File: src/rtl/ex_alu_stage_pkg.sv
// ex_alu_stage_pkg: opcodes, func codes, shift modes and helpers shared by the EX stage.
package ex_alu_stage_pkg;
    localparam int ALU_DW = 16;
    localparam logic [4:0] OP_ADDI    = 5'b01000;
    localparam logic [4:0] OP_SUBI    = 5'b01001;
    localparam logic [4:0] OP_XORI    = 5'b01010;
    localparam logic [4:0] OP_ANDNI   = 5'b01011;
    localparam logic [4:0] OP_ST      = 5'b10000;
    localparam logic [4:0] OP_LD      = 5'b10001;
    localparam logic [4:0] OP_SLBI    = 5'b10010;
    localparam logic [4:0] OP_STU     = 5'b10011;
    localparam logic [4:0] OP_ROLI    = 5'b10100;
    localparam logic [4:0] OP_SLLI    = 5'b10101;
    localparam logic [4:0] OP_RORI    = 5'b10110;
    localparam logic [4:0] OP_SRLI    = 5'b10111;
    localparam logic [4:0] OP_LBI     = 5'b11000;
    localparam logic [4:0] OP_BTR     = 5'b11001;
    localparam logic [4:0] OP_SHIFT_R = 5'b11010;
    localparam logic [4:0] OP_RRR     = 5'b11011;
    localparam logic [4:0] OP_SEQ     = 5'b11100;
    localparam logic [4:0] OP_SLT     = 5'b11101;
    localparam logic [4:0] OP_SLE     = 5'b11110;
    localparam logic [4:0] OP_SCO     = 5'b11111;
    localparam logic [1:0] FN_ADD  = 2'b00;
    localparam logic [1:0] FN_SUB  = 2'b01;
    localparam logic [1:0] FN_XOR  = 2'b10;
    localparam logic [1:0] FN_ANDN = 2'b11;
    typedef enum logic [1:0] {SH_ROL, SH_SLL, SH_ROR, SH_SRL} sh_mode_t;
    function automatic logic [ALU_DW-1:0] bit_rev(input logic [ALU_DW-1:0] v);
        for (int i = 0; i < ALU_DW; i++) bit_rev[i] = v[ALU_DW-1-i];
    endfunction
endpackage

File: src/rtl/ex_alu_stage_if.sv
// ex_alu_stage_if: decode-side inputs and EX/MEM slot outputs of the execute stage.
interface ex_alu_if #(parameter int DW = 16, parameter int RW = 3);
    logic          in_valid;
    logic          in_ready;
    logic [15:0]   instr;
    logic          sign;
    logic [DW-1:0] op_a;
    logic [DW-1:0] op_b;
    logic [RW-1:0] rd_in;
    logic          flush;
    logic          out_ready;
    logic          out_valid;
    logic [DW-1:0] result;
    logic [RW-1:0] rd_out;
    logic          zero;
    logic          cout;
    logic          ovf;
    logic          err;
    modport master (
        output in_valid, instr, sign, op_a, op_b, rd_in, flush, out_ready,
        input  in_ready, out_valid, result, rd_out, zero, cout, ovf, err
    );
    modport slave (
        input  in_valid, instr, sign, op_a, op_b, rd_in, flush, out_ready,
        output in_ready, out_valid, result, rd_out, zero, cout, ovf, err
    );
endinterface

File: src/rtl/ex_alu_stage_alu_shifter.sv
// alu_shifter: combinational 16-bit rotate-left/shift-left/rotate-right/shift-right-logical.
module alu_shifter
    import ex_alu_stage_pkg::*;
(
    input  logic [ALU_DW-1:0] a,
    input  logic [3:0]        shamt,
    input  sh_mode_t          mode,
    output logic [ALU_DW-1:0] y
);
    logic [3:0] nsh;
    // Complementary amount wraps to 0 for shamt 0, so rotates then OR a with itself.
    assign nsh = 4'd0 - shamt;
    assign y = mode == SH_ROL ? (a << shamt) | (a >> nsh) :
               mode == SH_SLL ? a << shamt :
               mode == SH_ROR ? (a >> shamt) | (a << nsh) :
                                a >> shamt;
endmodule

File: src/rtl/ex_alu_stage.sv
// ex_alu_stage: 16-bit EX ALU feeding a one-deep EX/MEM slot; ALU_OVF_TRAP_EN enables the signed-overflow trap.
module ex_alu_stage #(
    parameter int DW = 16,
    parameter int RW = 3
) (
    input logic   clk,
    input logic   rst,
    ex_alu_if.slave bus
);
    import ex_alu_stage_pkg::*;
    logic [4:0]    op;
    logic [1:0]    fn;
    logic [DW-1:0] a, b, add_x, add_y, sh_y, res_n;
    logic [DW:0]   sum;
    logic          is_sub, use_add, s_ovf, lt, le, known, cout_n, ovf_n, err_n, load;
    logic          unused_instr;
    sh_mode_t      sh_mode;
    assign op = bus.instr[15:11];
    assign fn = bus.instr[1:0];
    assign a = bus.op_a;
    assign b = bus.op_b;
    assign unused_instr = ^bus.instr[10:2];
    assign is_sub = op == OP_SUBI || (op == OP_RRR && fn == FN_SUB);
    assign use_add = op inside {OP_ADDI, OP_SUBI, OP_ST, OP_LD, OP_STU, OP_SCO} ||
                     (op == OP_RRR && !fn[1]);
    // Subtraction is op_b - op_a, done as op_b + ~op_a + 1 on the same adder.
    assign add_x = is_sub ? b : a;
    assign add_y = is_sub ? ~a : b;
    assign sum = {1'b0, add_x} + {1'b0, add_y} + {{DW{1'b0}}, is_sub};
    assign s_ovf = add_x[DW-1] == add_y[DW-1] && sum[DW-1] != add_x[DW-1];
    assign lt = bus.sign ? $signed(a) < $signed(b) : a < b;
    assign le = lt || a == b;
    assign sh_mode = sh_mode_t'(op == OP_SHIFT_R ? fn : op[1:0]);
    alu_shifter u_shifter (
        .a    (a),
        .shamt(b[3:0]),
        .mode (sh_mode),
        .y    (sh_y)
    );
    always_comb begin
        res_n = '0;
        known = 1'b1;
        case (op)
            OP_ADDI, OP_SUBI, OP_ST, OP_LD, OP_STU: res_n = sum[DW-1:0];
            OP_XORI:  res_n = a ^ b;
            OP_ANDNI: res_n = a & ~b;
            OP_SLBI:  res_n = (a << 8) | DW'(b[7:0]);
            OP_LBI:   res_n = b;
            OP_BTR:   res_n = bit_rev(a);
            OP_ROLI, OP_SLLI, OP_RORI, OP_SRLI, OP_SHIFT_R: res_n = sh_y;
            OP_RRR:   res_n = fn == FN_XOR ? a ^ b : fn == FN_ANDN ? a & ~b : sum[DW-1:0];
            OP_SEQ:   res_n = DW'(a == b);
            OP_SLT:   res_n = DW'(lt);
            OP_SLE:   res_n = DW'(le);
            OP_SCO:   res_n = DW'(sum[DW]);
            default:  known = 1'b0;
        endcase
    end
    assign cout_n = use_add & sum[DW];
    assign ovf_n = use_add & (bus.sign ? s_ovf : sum[DW]);
`ifdef ALU_OVF_TRAP_EN
    logic trap_op;
    assign trap_op = op inside {OP_ADDI, OP_SUBI} || (op == OP_RRR && !fn[1]);
    assign err_n = bus.sign & s_ovf & trap_op;
`else
    assign err_n = 1'b0;
`endif
    assign bus.in_ready = !bus.out_valid | bus.out_ready;
    assign load = bus.in_valid & bus.in_ready & !bus.flush;
    always_ff @(posedge clk or posedge rst) begin
        if (rst) begin
            bus.out_valid <= 1'b0;
            bus.result    <= '0;
            bus.rd_out    <= '0;
            bus.zero      <= 1'b0;
            bus.cout      <= 1'b0;
            bus.ovf       <= 1'b0;
            bus.err       <= 1'b0;
        end else begin
            bus.out_valid <= !bus.flush & (load | (bus.out_valid & !bus.out_ready));
            if (load) begin
                bus.result <= err_n ? '0 : res_n;
                bus.rd_out <= err_n ? '0 : bus.rd_in;
                bus.zero   <= known & (err_n | res_n == '0);
                bus.cout   <= cout_n;
                bus.ovf    <= ovf_n;
                bus.err    <= err_n;
            end
        end
    end
endmodule
File: src/flat_wrapper.sv
// flat-port wrapper written by rule: the top's interface ports become plain ports
module ex_alu_stage_flat import ex_alu_stage_pkg::*;
#(
    parameter int DW = 16,
    parameter int RW = 3
)
  (clk, rst, bus_in_valid, bus_instr, bus_sign, bus_op_a, bus_op_b, bus_rd_in, bus_flush, bus_out_ready, bus_in_ready, bus_out_valid, bus_result, bus_rd_out, bus_zero, bus_cout, bus_ovf, bus_err);
  ex_alu_if #(.DW(DW), .RW(RW)) bus_i ();
  input logic clk;
  input logic rst;
  input wire logic [$bits(bus_i.in_valid)-1:0] bus_in_valid;
  input wire logic [$bits(bus_i.instr)-1:0] bus_instr;
  input wire logic [$bits(bus_i.sign)-1:0] bus_sign;
  input wire logic [$bits(bus_i.op_a)-1:0] bus_op_a;
  input wire logic [$bits(bus_i.op_b)-1:0] bus_op_b;
  input wire logic [$bits(bus_i.rd_in)-1:0] bus_rd_in;
  input wire logic [$bits(bus_i.flush)-1:0] bus_flush;
  input wire logic [$bits(bus_i.out_ready)-1:0] bus_out_ready;
  output wire logic [$bits(bus_i.in_ready)-1:0] bus_in_ready;
  output wire logic [$bits(bus_i.out_valid)-1:0] bus_out_valid;
  output wire logic [$bits(bus_i.result)-1:0] bus_result;
  output wire logic [$bits(bus_i.rd_out)-1:0] bus_rd_out;
  output wire logic [$bits(bus_i.zero)-1:0] bus_zero;
  output wire logic [$bits(bus_i.cout)-1:0] bus_cout;
  output wire logic [$bits(bus_i.ovf)-1:0] bus_ovf;
  output wire logic [$bits(bus_i.err)-1:0] bus_err;
  assign bus_i.in_valid = bus_in_valid;
  assign bus_i.instr = bus_instr;
  assign bus_i.sign = bus_sign;
  assign bus_i.op_a = bus_op_a;
  assign bus_i.op_b = bus_op_b;
  assign bus_i.rd_in = bus_rd_in;
  assign bus_i.flush = bus_flush;
  assign bus_i.out_ready = bus_out_ready;
  assign bus_in_ready = bus_i.in_ready;
  assign bus_out_valid = bus_i.out_valid;
  assign bus_result = bus_i.result;
  assign bus_rd_out = bus_i.rd_out;
  assign bus_zero = bus_i.zero;
  assign bus_cout = bus_i.cout;
  assign bus_ovf = bus_i.ovf;
  assign bus_err = bus_i.err;
  ex_alu_stage #(.DW(DW), .RW(RW)) u_core (.clk(clk), .rst(rst), .bus(bus_i));
endmodule
File: config.mk
export PLATFORM = sky130hd
export DESIGN_NAME = ex_alu_stage_flat
export DESIGN_NICKNAME = d
export VERILOG_FILES = /design/src/rtl/ex_alu_stage_pkg.sv /design/src/rtl/ex_alu_stage_if.sv /design/src/rtl/ex_alu_stage_alu_shifter.sv /design/src/rtl/ex_alu_stage.sv /design/src/flat_wrapper.sv
export SDC_FILE = /design/constraint.sdc
export NUM_CORES = 1
export LEC_CHECK = 0
export BUFFER_PORTS_ARGS = -buffer_cell sky130_fd_sc_hd__buf_4
export CAP_MARGIN = 20
export CORE_MARGIN = 2
export CORE_UTILIZATION = 42
export CTS_BUF_LIST = sky130_fd_sc_hd__clkbuf_16
export DETAILED_ROUTE_END_ITERATION = 8
export HOLD_SLACK_MARGIN = 0.12
export PLACE_DENSITY_LB_ADDON = 0.05
export SLEW_MARGIN = 20
export SYNTH_ARGS = -nofsm -noshare
export SYNTH_HDL_FRONTEND = slang
export SYNTH_HIERARCHICAL = 1
export SYNTH_SLANG_ARGS = --single-unit
File: constraint.sdc
create_clock -name clk -period 5.6 [get_ports clk]
set_clock_uncertainty 0.2 [all_clocks]
set_input_delay 0.56 -clock clk [delete_from_list [all_inputs] [get_ports clk]]
set_output_delay 0.56 -clock clk [all_outputs]
set_load 0.05 [all_outputs]
==> impl_metrics.env, run 1 <==
export IMPL_cts_setup_buffers=0
export IMPL_cpPeakStageDelay_ns=0.62
export IMPL_r2r_start="u_core/bus.out_valid"
export IMPL_post_synth_top_count_cell="nand2_1"
export IMPL_end_kind="flip-flop"
export IMPL_vias_per_cell=6.86
export IMPL_areaGrowthSynthToFinish_pct=10.5
export IMPL_hold_viol=0
export IMPL_synth_top_cell_area_share=0.139
export IMPL_finalCritPeriodShare=0.877
export IMPL_tightest_slew_ns=1.12
export IMPL_rsz0062_at_grt="no"
export IMPL_cellPowerDensity_nw_per_um2=170
export IMPL_fin_ws_ns=0.689
export IMPL_period_minus_slack_ns=4.91
export IMPL_die_area_um2=17200
export IMPL_drv_slew=0
export IMPL_synthTopCellsByArea="mux4_2 (14%), dfrtp_1 (8.5%), nand2_1 (7.0%), o21ai_0 (6.3%), mux2i_1 (6.2%)"
export IMPL_cts_tree="yes"
export IMPL_cp_arrival_ns=4.87
export IMPL_cts_hold_buf=0
export IMPL_antenna_found_initial=0
export IMPL_core_um2=15800
export IMPL_synth_largest_area_cell="mux4_2"
export IMPL_critPathSlowestCell="o211ai_1"
export IMPL_path_max_fanout=41
export IMPL_hpwl_mm=21.1
export IMPL_cts_sinks=23
export IMPL_maxCapViolations=0
export IMPL_cts_path_max_buffers=2
export IMPL_grt_pass1_vias=7340
export IMPL_setup_viol=0
export IMPL_die_height_um=131
export IMPL_n_antenna_cell=0
export IMPL_yosysSeqAreaShare=0.0848
export IMPL_cts_made_buffers=3
export IMPL_grt_max_degree=79
export IMPL_row_count=46
export IMPL_post_place_ws_ns=0.570
export IMPL_crit_type="in2reg"
export IMPL_grt_pass1_wl_mm=44.4
export IMPL_port_buffers=71
export IMPL_min_path_cells=2
export IMPL_syn_nets=986
export IMPL_required_ns=5.56
export IMPL_die_x_um=131
export IMPL_grt_usage=0.327
export IMPL_status="finished clean"
export IMPL_vias=7817
export IMPL_setup_tns_final_ns=0
export IMPL_avgSynthCellArea_um2=7.59
export IMPL_wl_per_cell_um=25.5
export IMPL_async_flop_share=1.00
export IMPL_max_slew_margin=0.249
export IMPL_synth_common_cells="nand2_1 (126), o21ai_0 (85), nor2_1 (69)"
export IMPL_drtPass1Iterations=6
export IMPL_synth_edff_count=0
export IMPL_finalNetCount=1015
export IMPL_globalRouteOverflowTotal=0
export IMPL_yosys_warnings=6
export IMPL_drc_errors=0
export IMPL_worstSkewPairLatency_ns=0.25
export IMPL_root_buffer="clkbuf_16"
export IMPL_min_delay_start="u_core/bus.result[5]"
export IMPL_hold_path_class="reg2reg"
export IMPL_drive_gt1_frac=0.204
export IMPL_ctsResizeCount=0
export IMPL_synth_ff_type="dfrtp_1"
export IMPL_ir_worst_vdd_mv=0.139
export IMPL_ant_nets=0
export IMPL_p_leak_uw=0.00309
export IMPL_ios=82
export IMPL_cts_htree_levels=1
export IMPL_path_cells="buf_4, and4b_1, o211ai_1, buf_4, o21ai_0, ha_1, and4_1, a21oi_1, nand2_1, o211ai_1, a32oi_1, xor2_1, o22ai_1, nand4_1, o31ai_2"
export IMPL_syn_area_um2=6790
export IMPL_reg2regPathDepth=10
export IMPL_synth_seq_cells=23
export IMPL_syn_inst=895
export IMPL_max_freq_mhz=204
export IMPL_cts_reportedPaths_clkPinSlew_ns=0.06
export IMPL_initial_core_util=0.429
export IMPL_fill_cells=1610
export IMPL_routed_wl_mm=29.0
export IMPL_critPathLaunchType="input port"
export IMPL_synth_distinct_cells=83
export IMPL_crit_start="bus_instr[1]"
export IMPL_drt_iter0_drc=953
export IMPL_gp_congestion=0.967
==> worst max-delay path: cells and delay by family <==
| kind | cells | cell delay, ns |
|---|---|---|
| AOI/OAI and AO/OA | 7 | 2.23 |
| adders and majority gates | 1 | 0.40 |
| and+or+nand+nor | 4 | 0.81 |
| xor gates and xnor gates | 1 | 0.22 |
| buffers and inverters | 2 | 0.64 |
==> kinds of logic (layout without fill, tap and decap cells) <==
logic type | after synthesis | count (layout) | share of synthesized area
simple gates | 317 | 317 | 0.223
compound gates | 287 | 287 | 0.287
mux | 109 | 109 | 0.243
buf+inv | 108 | 136 | 0.0752
fa+ha+maj | 34 | 34 | 0.0638
flops | 23 | 23 | 0.0848
xor+xnor | 16 | 16 | 0.0234
other cells | 1 | 1 | 0.000552
==> routing by layer <==
metal,track usage,share of wire
met5,0,0
met4,0.0930,0.030
met3,0.0552,0.11
met2,0.473,0.41
met1,0.495,0.45
==> registers in the layout, indices dropped and copies added (netlist names) <==
signal                cells
u_core/bus.cout           1
u_core/bus.out_valid      1
u_core/bus.ovf            1
u_core/bus.rd_out         3
u_core/bus.result        16
u_core/bus.zero           1
==> cells in the final DEF (no fill, tap or decap), drive strengths merged, types with 22 or more instances in the layout <==
cell type,netlist,final
mux2,25,25
nand3,22,22
inv,36,36
ha,33,33
a21oi,45,45
nor2,69,69
nand2,126,126
buf,32,96
o21ai,90,90
mux2i,42,42
dfrtp,23,23
mux4,42,42
==> per-stage QoR <==
stage	util	cells	power [µW]	hold WS (ns)	area, µm²
CTS	0.474	1139	1260	0.278	7500
global route	0.474	1139	1340	0.277	7500
detailed placement	0.469	1135	1100	0.264	7420
global placement	0.469	1135	1090	0.253	7420
floorplan	-	895	820	0.362	6790
finish	0.474	1139	1270	0.276	7500
==> layout make-up <==
cell class | count | area, µm² | share of cell area
sequential | 23 | 576 | 0.0767
multi-input combinational | 764 | 5710 | 0.761
timing repair buffer | 96 | 733 | 0.0977
tap | 216 | 270 | 0.0360
clock buffer | 3 | 75.1 | 0.0100
inverter | 36 | 135 | 0.0180
clock inverter | 1 | 5.00 | 0.000667
==> report_power, final <==
part	internal [µW]	total [µW]	switching (µW)
combinational	332	912	580
sequential	194	210	15.1
clock	95.9	151	54.7
==> path summary, 6_finish.rpt <==
check                                   endpoint  slack, ns
setup / recovery                 u_core/bus.zero       0.69
max in group asynchronous  u_core/bus.result[10]       4.38
hold reg to reg             u_core/bus.result[5]       0.28
min in group asynchronous   u_core/bus.out_valid       0.29
setup reg to reg                 u_core/bus.zero       2.39
hold / removal              u_core/bus.result[5]       0.28
(Power assumes the default switching activity.)
==> inputs of run 2 (changes only) <==
Settings changed: CORE_UTILIZATION 42 to 40, RECOVER_POWER from default to 25.
==> run 2 against run 1 <==
  * Sequential share of layout area hardly changed
  * Clock power is essentially flat
  * Design area decreased by 0.12%
  * Maximum frequency up 1.5%
  * Sequential power barely moved
  * Setup slack gained 0.072 ns
  * Critical path type unchanged
  * Total power is 0.37% lower
  * Sequential cell count unchanged
==> impl_metrics.env, run 2 (same netlist as run 1, synthesis figures left out) <==
export IMPL_core_um2=16600
export IMPL_drc_errors=0
export IMPL_routed_wl_mm=28.9
export IMPL_grt_max_degree=50
export IMPL_max_freq_mhz=207
export IMPL_ios=82
export IMPL_cts_path_max_buffers=2
export IMPL_grt_pass1_wl_mm=43.4
export IMPL_path_max_fanout=49
export IMPL_cellPowerDensity_nw_per_um2=169
export IMPL_ctsResizeCount=0
export IMPL_rsz0062_at_grt="no"
export IMPL_drtPass1Iterations=5
export IMPL_n_antenna_cell=0
export IMPL_worstSkewPairLatency_ns=0.25
export IMPL_reg2regPathDepth=10
export IMPL_period_minus_slack_ns=4.84
export IMPL_ir_worst_vdd_mv=0.165
export IMPL_ff2ff_setup_slack_ns=2.52
export IMPL_fin_ws_ns=0.761
export IMPL_cts_tree="yes"
export IMPL_status="finished clean"
export IMPL_reg2reg_to="u_core/bus.zero"
export IMPL_globalRouteOverflowTotal=0
export IMPL_final_common_cell="nand2_1"
export IMPL_setup_tns_final_ns=0
export IMPL_drv_slew=0
export IMPL_reg_top3="u_core/bus.result: 16 flops, u_core/bus.rd_out: 3 flops"
export IMPL_drt_iter0_drc=1140
export IMPL_areaGrowthSynthToFinish_pct=10.4
export IMPL_crit_type="in2reg"
export IMPL_finalNetCount=1015
export IMPL_min_path_cells=2
export IMPL_power_total_uw=1270
export IMPL_root_buffer="clkbuf_16"
export IMPL_port_buffers=71
export IMPL_cts_setup_buffers=0
export IMPL_cts_htree_levels=1
export IMPL_largest_register="u_core/bus.result"
export IMPL_finalCritPeriodShare=0.864
export IMPL_antenna_found_initial=1
export IMPL_gp_congestion=0.945
export IMPL_maxCapViolations=0
export IMPL_p_leak_uw=0.00309
export IMPL_ant_nets=0
export IMPL_cts_sinks=23
export IMPL_cp_arrival_ns=4.81
export IMPL_required_ns=5.57
export IMPL_vias_per_cell=6.80
export IMPL_grt_pass1_vias=6987
export IMPL_hpwl_mm=21.3
export IMPL_min_delay_start="u_core/bus.result[12]"
export IMPL_cts_hold_buf=0
export IMPL_final_cell_mix="nand2_1 (126), buf_4 (94), o21ai_0 (85), nor2_1 (69), a21oi_1 (44)"
export IMPL_end_kind="flip-flop"
export IMPL_max_slew_margin=0.260
export IMPL_tightest_slew_ns=1.10
export IMPL_hold_path_class="reg2reg"
export IMPL_hold_viol=0
export IMPL_setup_viol=0
export IMPL_drive_gt1_frac=0.203
export IMPL_critPathLaunchType="input port"
export IMPL_post_place_ws_ns=0.686
export IMPL_die_x_um=134
export IMPL_cts_made_buffers=3
export IMPL_initial_core_util=0.409
export IMPL_wl_per_cell_um=25.3
export IMPL_cts_reportedPaths_clkPinSlew_ns=0.06
export IMPL_die_height_um=134
export IMPL_largest_register_ffs=16
export IMPL_row_count=47
export IMPL_hold_end="u_core/bus.result[12]"
export IMPL_vias=7769
export IMPL_die_area_um2=18000
export IMPL_grt_usage=0.314
export IMPL_r2r_start="u_core/bus.out_valid"
-- run 2: per-layer routing --
layer  up-vias  GRT usage  part of all wire
met5         -          0                 0
li1       3493          -                 -
met4         0     0.0889             0.028
met2       476      0.447              0.41
met3        53     0.0608              0.11
met1      3747      0.476              0.45
-- run 2: how the worst max path moves through the flow --
stage / start / to / slack, ns / cells past startpoint
6_report: bus_instr[1] / u_core/bus.zero / 0.76 / 15
3_5_place_dp: bus_instr[1] / u_core/bus.zero / 0.69 / 15
5_1_grt: bus_instr[0] / u_core/bus.zero / 0.54 / 15
4_1_cts: bus_instr[0] / u_core/bus.zero / 0.94 / 15
3_3_place_gp: bus_instr[0] / u_core/bus.zero / 0.78 / 15
2_1_floorplan: bus_op_b[0] / u_core/bus.zero / 1.21 / 19
-- run 2: report_power, final --
part	switching, µW	internal (µW)	leakage (µW)
Sequential	15.3	194	0.000292
Clock	55.4	95.2	0.0000423
Combinational	576	331	0.00275
Total	647	620	0.00309
-- run 2: layout make-up --
type / count / area (µm²)
fillers: 1739 / 9090
multi-input cells: 764 / 5710
repair buffers: 96 / 721
flip-flops and latches: 23 / 576
well taps: 220 / 275
inverters: 36 / 135
clock buffers: 3 / 75.1
clock inverters: 1 / 3.75
-- run 2: per-stage QoR --
stage	hold WS, ns	util	cells	area [µm²]
finish	0.265	0.452	1143	7490
global route	0.277	0.452	1143	7490
CTS	0.270	0.452	1143	7490
detailed placement	0.257	0.447	1139	7420
global placement	0.260	0.447	1139	7420
floorplan	0.362	-	895	6790
-- run 2: critical path, cell delays in order --
cell      delay (ns)
buf_4           0.20
and4b_1         0.23
o211ai_1        0.34
buf_4           0.43
o21ai_0         0.23
fa_1            0.47
a211oi_1        0.44
o21ai_0         0.38
a31oi_1         0.26
o21bai_1        0.10
xnor2_1         0.23
o21ai_0         0.23
nor4_1          0.34
nand4_1         0.15
o31ai_2         0.18
==> inputs of run 3 (changes only) <==
Settings changed: SYNTH_HIERARCHICAL 1 to default.
==> run 3 against run 2 <==
  * Maximum frequency increased by 4.2%
  * Non-clock buffer count increased by 2
  * Via count rose by 0.12%
  * Clock-buffer cell count is the same
  * Critical path type unchanged
  * First-iteration DRC count shrank 8.9%
  * Combinational power decreased by 3.0%
==> impl_metrics.env, run 3 <==
export IMPL_synth_compound_area_frac=0.306
export IMPL_cts_made_buffers=3
export IMPL_cts_hold_buf=0
export IMPL_max_slew_margin=0.267
export IMPL_cellPowerDensity_nw_per_um2=169
export IMPL_finalCritPeriodShare=0.830
export IMPL_cts_tree="yes"
export IMPL_async_flop_share=1.00
export IMPL_drv_slew=0
export IMPL_required_ns=5.60
export IMPL_cp_arrival_ns=4.64
export IMPL_core_um2=16000
export IMPL_synth_edff_count=0
export IMPL_hold_viol=0
export IMPL_vias=7778
export IMPL_critPathLaunchType="input port"
export IMPL_syn_area_um2=6600
export IMPL_path_depth=14
export IMPL_crit_family="compound AO/OA/AOI/OAI gates"
export IMPL_largest_register_ffs=16
export IMPL_top_usage_layer="met1"
export IMPL_ios=82
export IMPL_wl_per_cell_um=26.4
export IMPL_ctsResizeCount=0
export IMPL_drtPass1Iterations=6
export IMPL_hpwl_mm=22.0
export IMPL_die_height_um=132
export IMPL_dpl_cell_area_um2=7260
export IMPL_n_antenna_cell=0
export IMPL_crit_type="in2reg"
export IMPL_final_common_cell="nand2_1"
export IMPL_synth_largest_area_cell="mux4_2"
export IMPL_synth_common_cells="nand2_1 (140), o21ai_0 (86), nor2_1 (61)"
export IMPL_grt_pass1_wl_mm=45.2
export IMPL_row_count=46
export IMPL_min_path_cells=2
export IMPL_drc_errors=0
export IMPL_reg2regPathDepth=11
export IMPL_vias_per_cell=6.88
export IMPL_rsz0062_at_grt="no"
export IMPL_path_cells="buf_4, and4b_1, o21ai_4, o21ai_0, fa_1, a21o_1, nand4_1, nand2_1, xor2_1, a211oi_1, o2111ai_1, or4_1, nor4_1, a32o_2"
export IMPL_synth_xor_area_frac=0.0226
export IMPL_syn_nets=983
export IMPL_synthSimpleGateAreaFrac=0.224
export IMPL_muxShareOfSynthArea=0.222
export IMPL_synth_top_family_by_area="compound AO/OA/AOI/OAI gates"
export IMPL_yosys_warnings=0
export IMPL_gp_congestion=1.00
export IMPL_global_route_usage_met2=0.484
export IMPL_end_kind="flip-flop"
export IMPL_setup_tns_final_ns=0
export IMPL_grt_max_degree=39
export IMPL_port_buffers=71
export IMPL_initial_core_util=0.413
export IMPL_cp_num_buf_inv=1
export IMPL_worstSkewPairLatency_ns=0.25
export IMPL_cts_reportedPaths_clkPinSlew_ns=0.06
export IMPL_yosysSeqAreaShare=0.0872
export IMPL_finalNetCount=1007
export IMPL_root_buffer="clkbuf_16"
export IMPL_cts_htree_levels=1
export IMPL_design_area_um2=7350
export IMPL_synthTopCellsByArea="mux4_2 (12%), dfrtp_1 (8.7%), nand2_1 (8.0%), o21ai_0 (6.5%), ha_1 (6.3%)"
export IMPL_ir_worst_vdd_mv=0.106
export IMPL_tightest_slew_ns=1.09
export IMPL_areaGrowthSynthToFinish_pct=11.3
export IMPL_synth_adder_area_share=0.0656
export IMPL_die_x_um=132
export IMPL_p_leak_uw=0.00309
export IMPL_globalRouteOverflowTotal=0
export IMPL_cpPeakStageDelay_ns=0.55
export IMPL_status="finished clean"
export IMPL_synth_ff_type="dfrtp_1"
export IMPL_die_area_um2=17500
export IMPL_grt_pass1_vias=7269
export IMPL_drive_gt1_frac=0.200
export IMPL_synth_top_cell_area_share=0.123
export IMPL_critPathSlowestCell="or4_1"
export IMPL_synth_seq_cells=23
export IMPL_cts_setup_buffers=0
export IMPL_max_freq_mhz=215
export IMPL_period_minus_slack_ns=4.65
export IMPL_cts_path_max_buffers=2
export IMPL_grt_usage=0.329
export IMPL_gr_usage_met3=0.0663
export IMPL_syn_inst=892
export IMPL_drt_iter0_drc=1039
export IMPL_cts_sinks=23
export IMPL_path_max_fanout=23
export IMPL_use_met1=0.492
export IMPL_post_synth_top_count_cell="nand2_1"
export IMPL_hold_path_class="reg2reg"
export IMPL_synth_distinct_cells=88
export IMPL_final_cell_mix="nand2_1 (140), buf_4 (96), o21ai_0 (86), nor2_1 (61), a21oi_1 (45)"
export IMPL_setup_viol=0
export IMPL_avgSynthCellArea_um2=7.40
export IMPL_ant_nets=0
export IMPL_antenna_found_initial=0
export IMPL_reg_top3="u_core.bus.result: 16 flops, u_core.bus.rd_out: 3 flops"
export IMPL_largest_register="u_core.bus.result"
export IMPL_routed_wl_mm=29.8
export IMPL_maxCapViolations=0
run 3: changes by cell type in the layout (fill, tap and decap cells not counted), sizes merged, moves of 5 or more:
cell     change
nand2       +14
o2111ai      +8
a221oi       +5
mux2i        -9
a22oi        +5
a222oi       -7
nor3         +6
nor4         -6
inv          -7
nor2         -8
a31oi        -6
run 3: where the power goes:
group / internal, µW / switching [µW] / total [µW]
logic: 315 / 565 / 880
clock network: 96.6 / 58.2 / 155
registers: 193 / 14.7 / 208
total: 605 / 638 / 1240
run 3: kinds of logic after synthesis:
logic type,Yosys count
and+or+nand+nor,318
AOI/OAI and AO/OA,297
buffers and inverters,110
muxes,92
adders and majority gates,34
DFF,23
xor gates and xnor gates,17
other,1
run 3: path summary, 6_finish.rpt:
path | from | to | slack [ns]
max reg2reg | u_core.bus.out_valid | u_core.bus.zero | 2.43
min in group asynchronous | rst | u_core.bus.cout | 0.29
max in group asynchronous | rst | u_core.bus.result[4] | 4.38
min reg2reg | u_core.bus.result[11] | u_core.bus.result[11] | 0.27
min | u_core.bus.result[11] | u_core.bus.result[11] | 0.27
max | bus_instr[1] | u_core.bus.zero | 0.95
run 3: worst reg2reg max path, delay by kind of cell, from the launching register on:
family                 cells  cell delay [ns]
buffers and inverters      2             0.30
flip-flops                 1             0.38
AND/OR/NAND/NOR            4             1.02
AO/OA/AOI/OAI              5             1.22
run 3: per-layer routing:
metal	vias to the layer above	wire [µm]
met5	-	0
met4	0	830
met3	60	3360
met2	494	12300
met1	3770	13300
li1	3454	-
run 3: stage by stage:
step	worst slack (ns)	instances	power [µW]	hold WS (ns)	util
2_1_floorplan	1.12	892	791	0.362	-
6_report	0.954	1131	1240	0.270	0.459
3_3_place_gp	0.755	1127	1060	0.257	0.454
5_1_grt	0.705	1131	1310	0.281	0.459
3_5_place_dp	0.811	1127	1070	0.261	0.454
4_1_cts	1.05	1131	1220	0.275	0.459
run 3: cell type report:
| cell class | count | area (µm²) |
|---|---|---|
| well taps | 216 | 270 |
| flip-flops and latches | 23 | 576 |
| clock inverters | 1 | 7.51 |
| inverters | 31 | 116 |
| fillers | 1686 | 8650 |
| multi-input cells | 759 | 5570 |
| repair buffers | 98 | 736 |
| clock buffers | 3 | 75.1 |
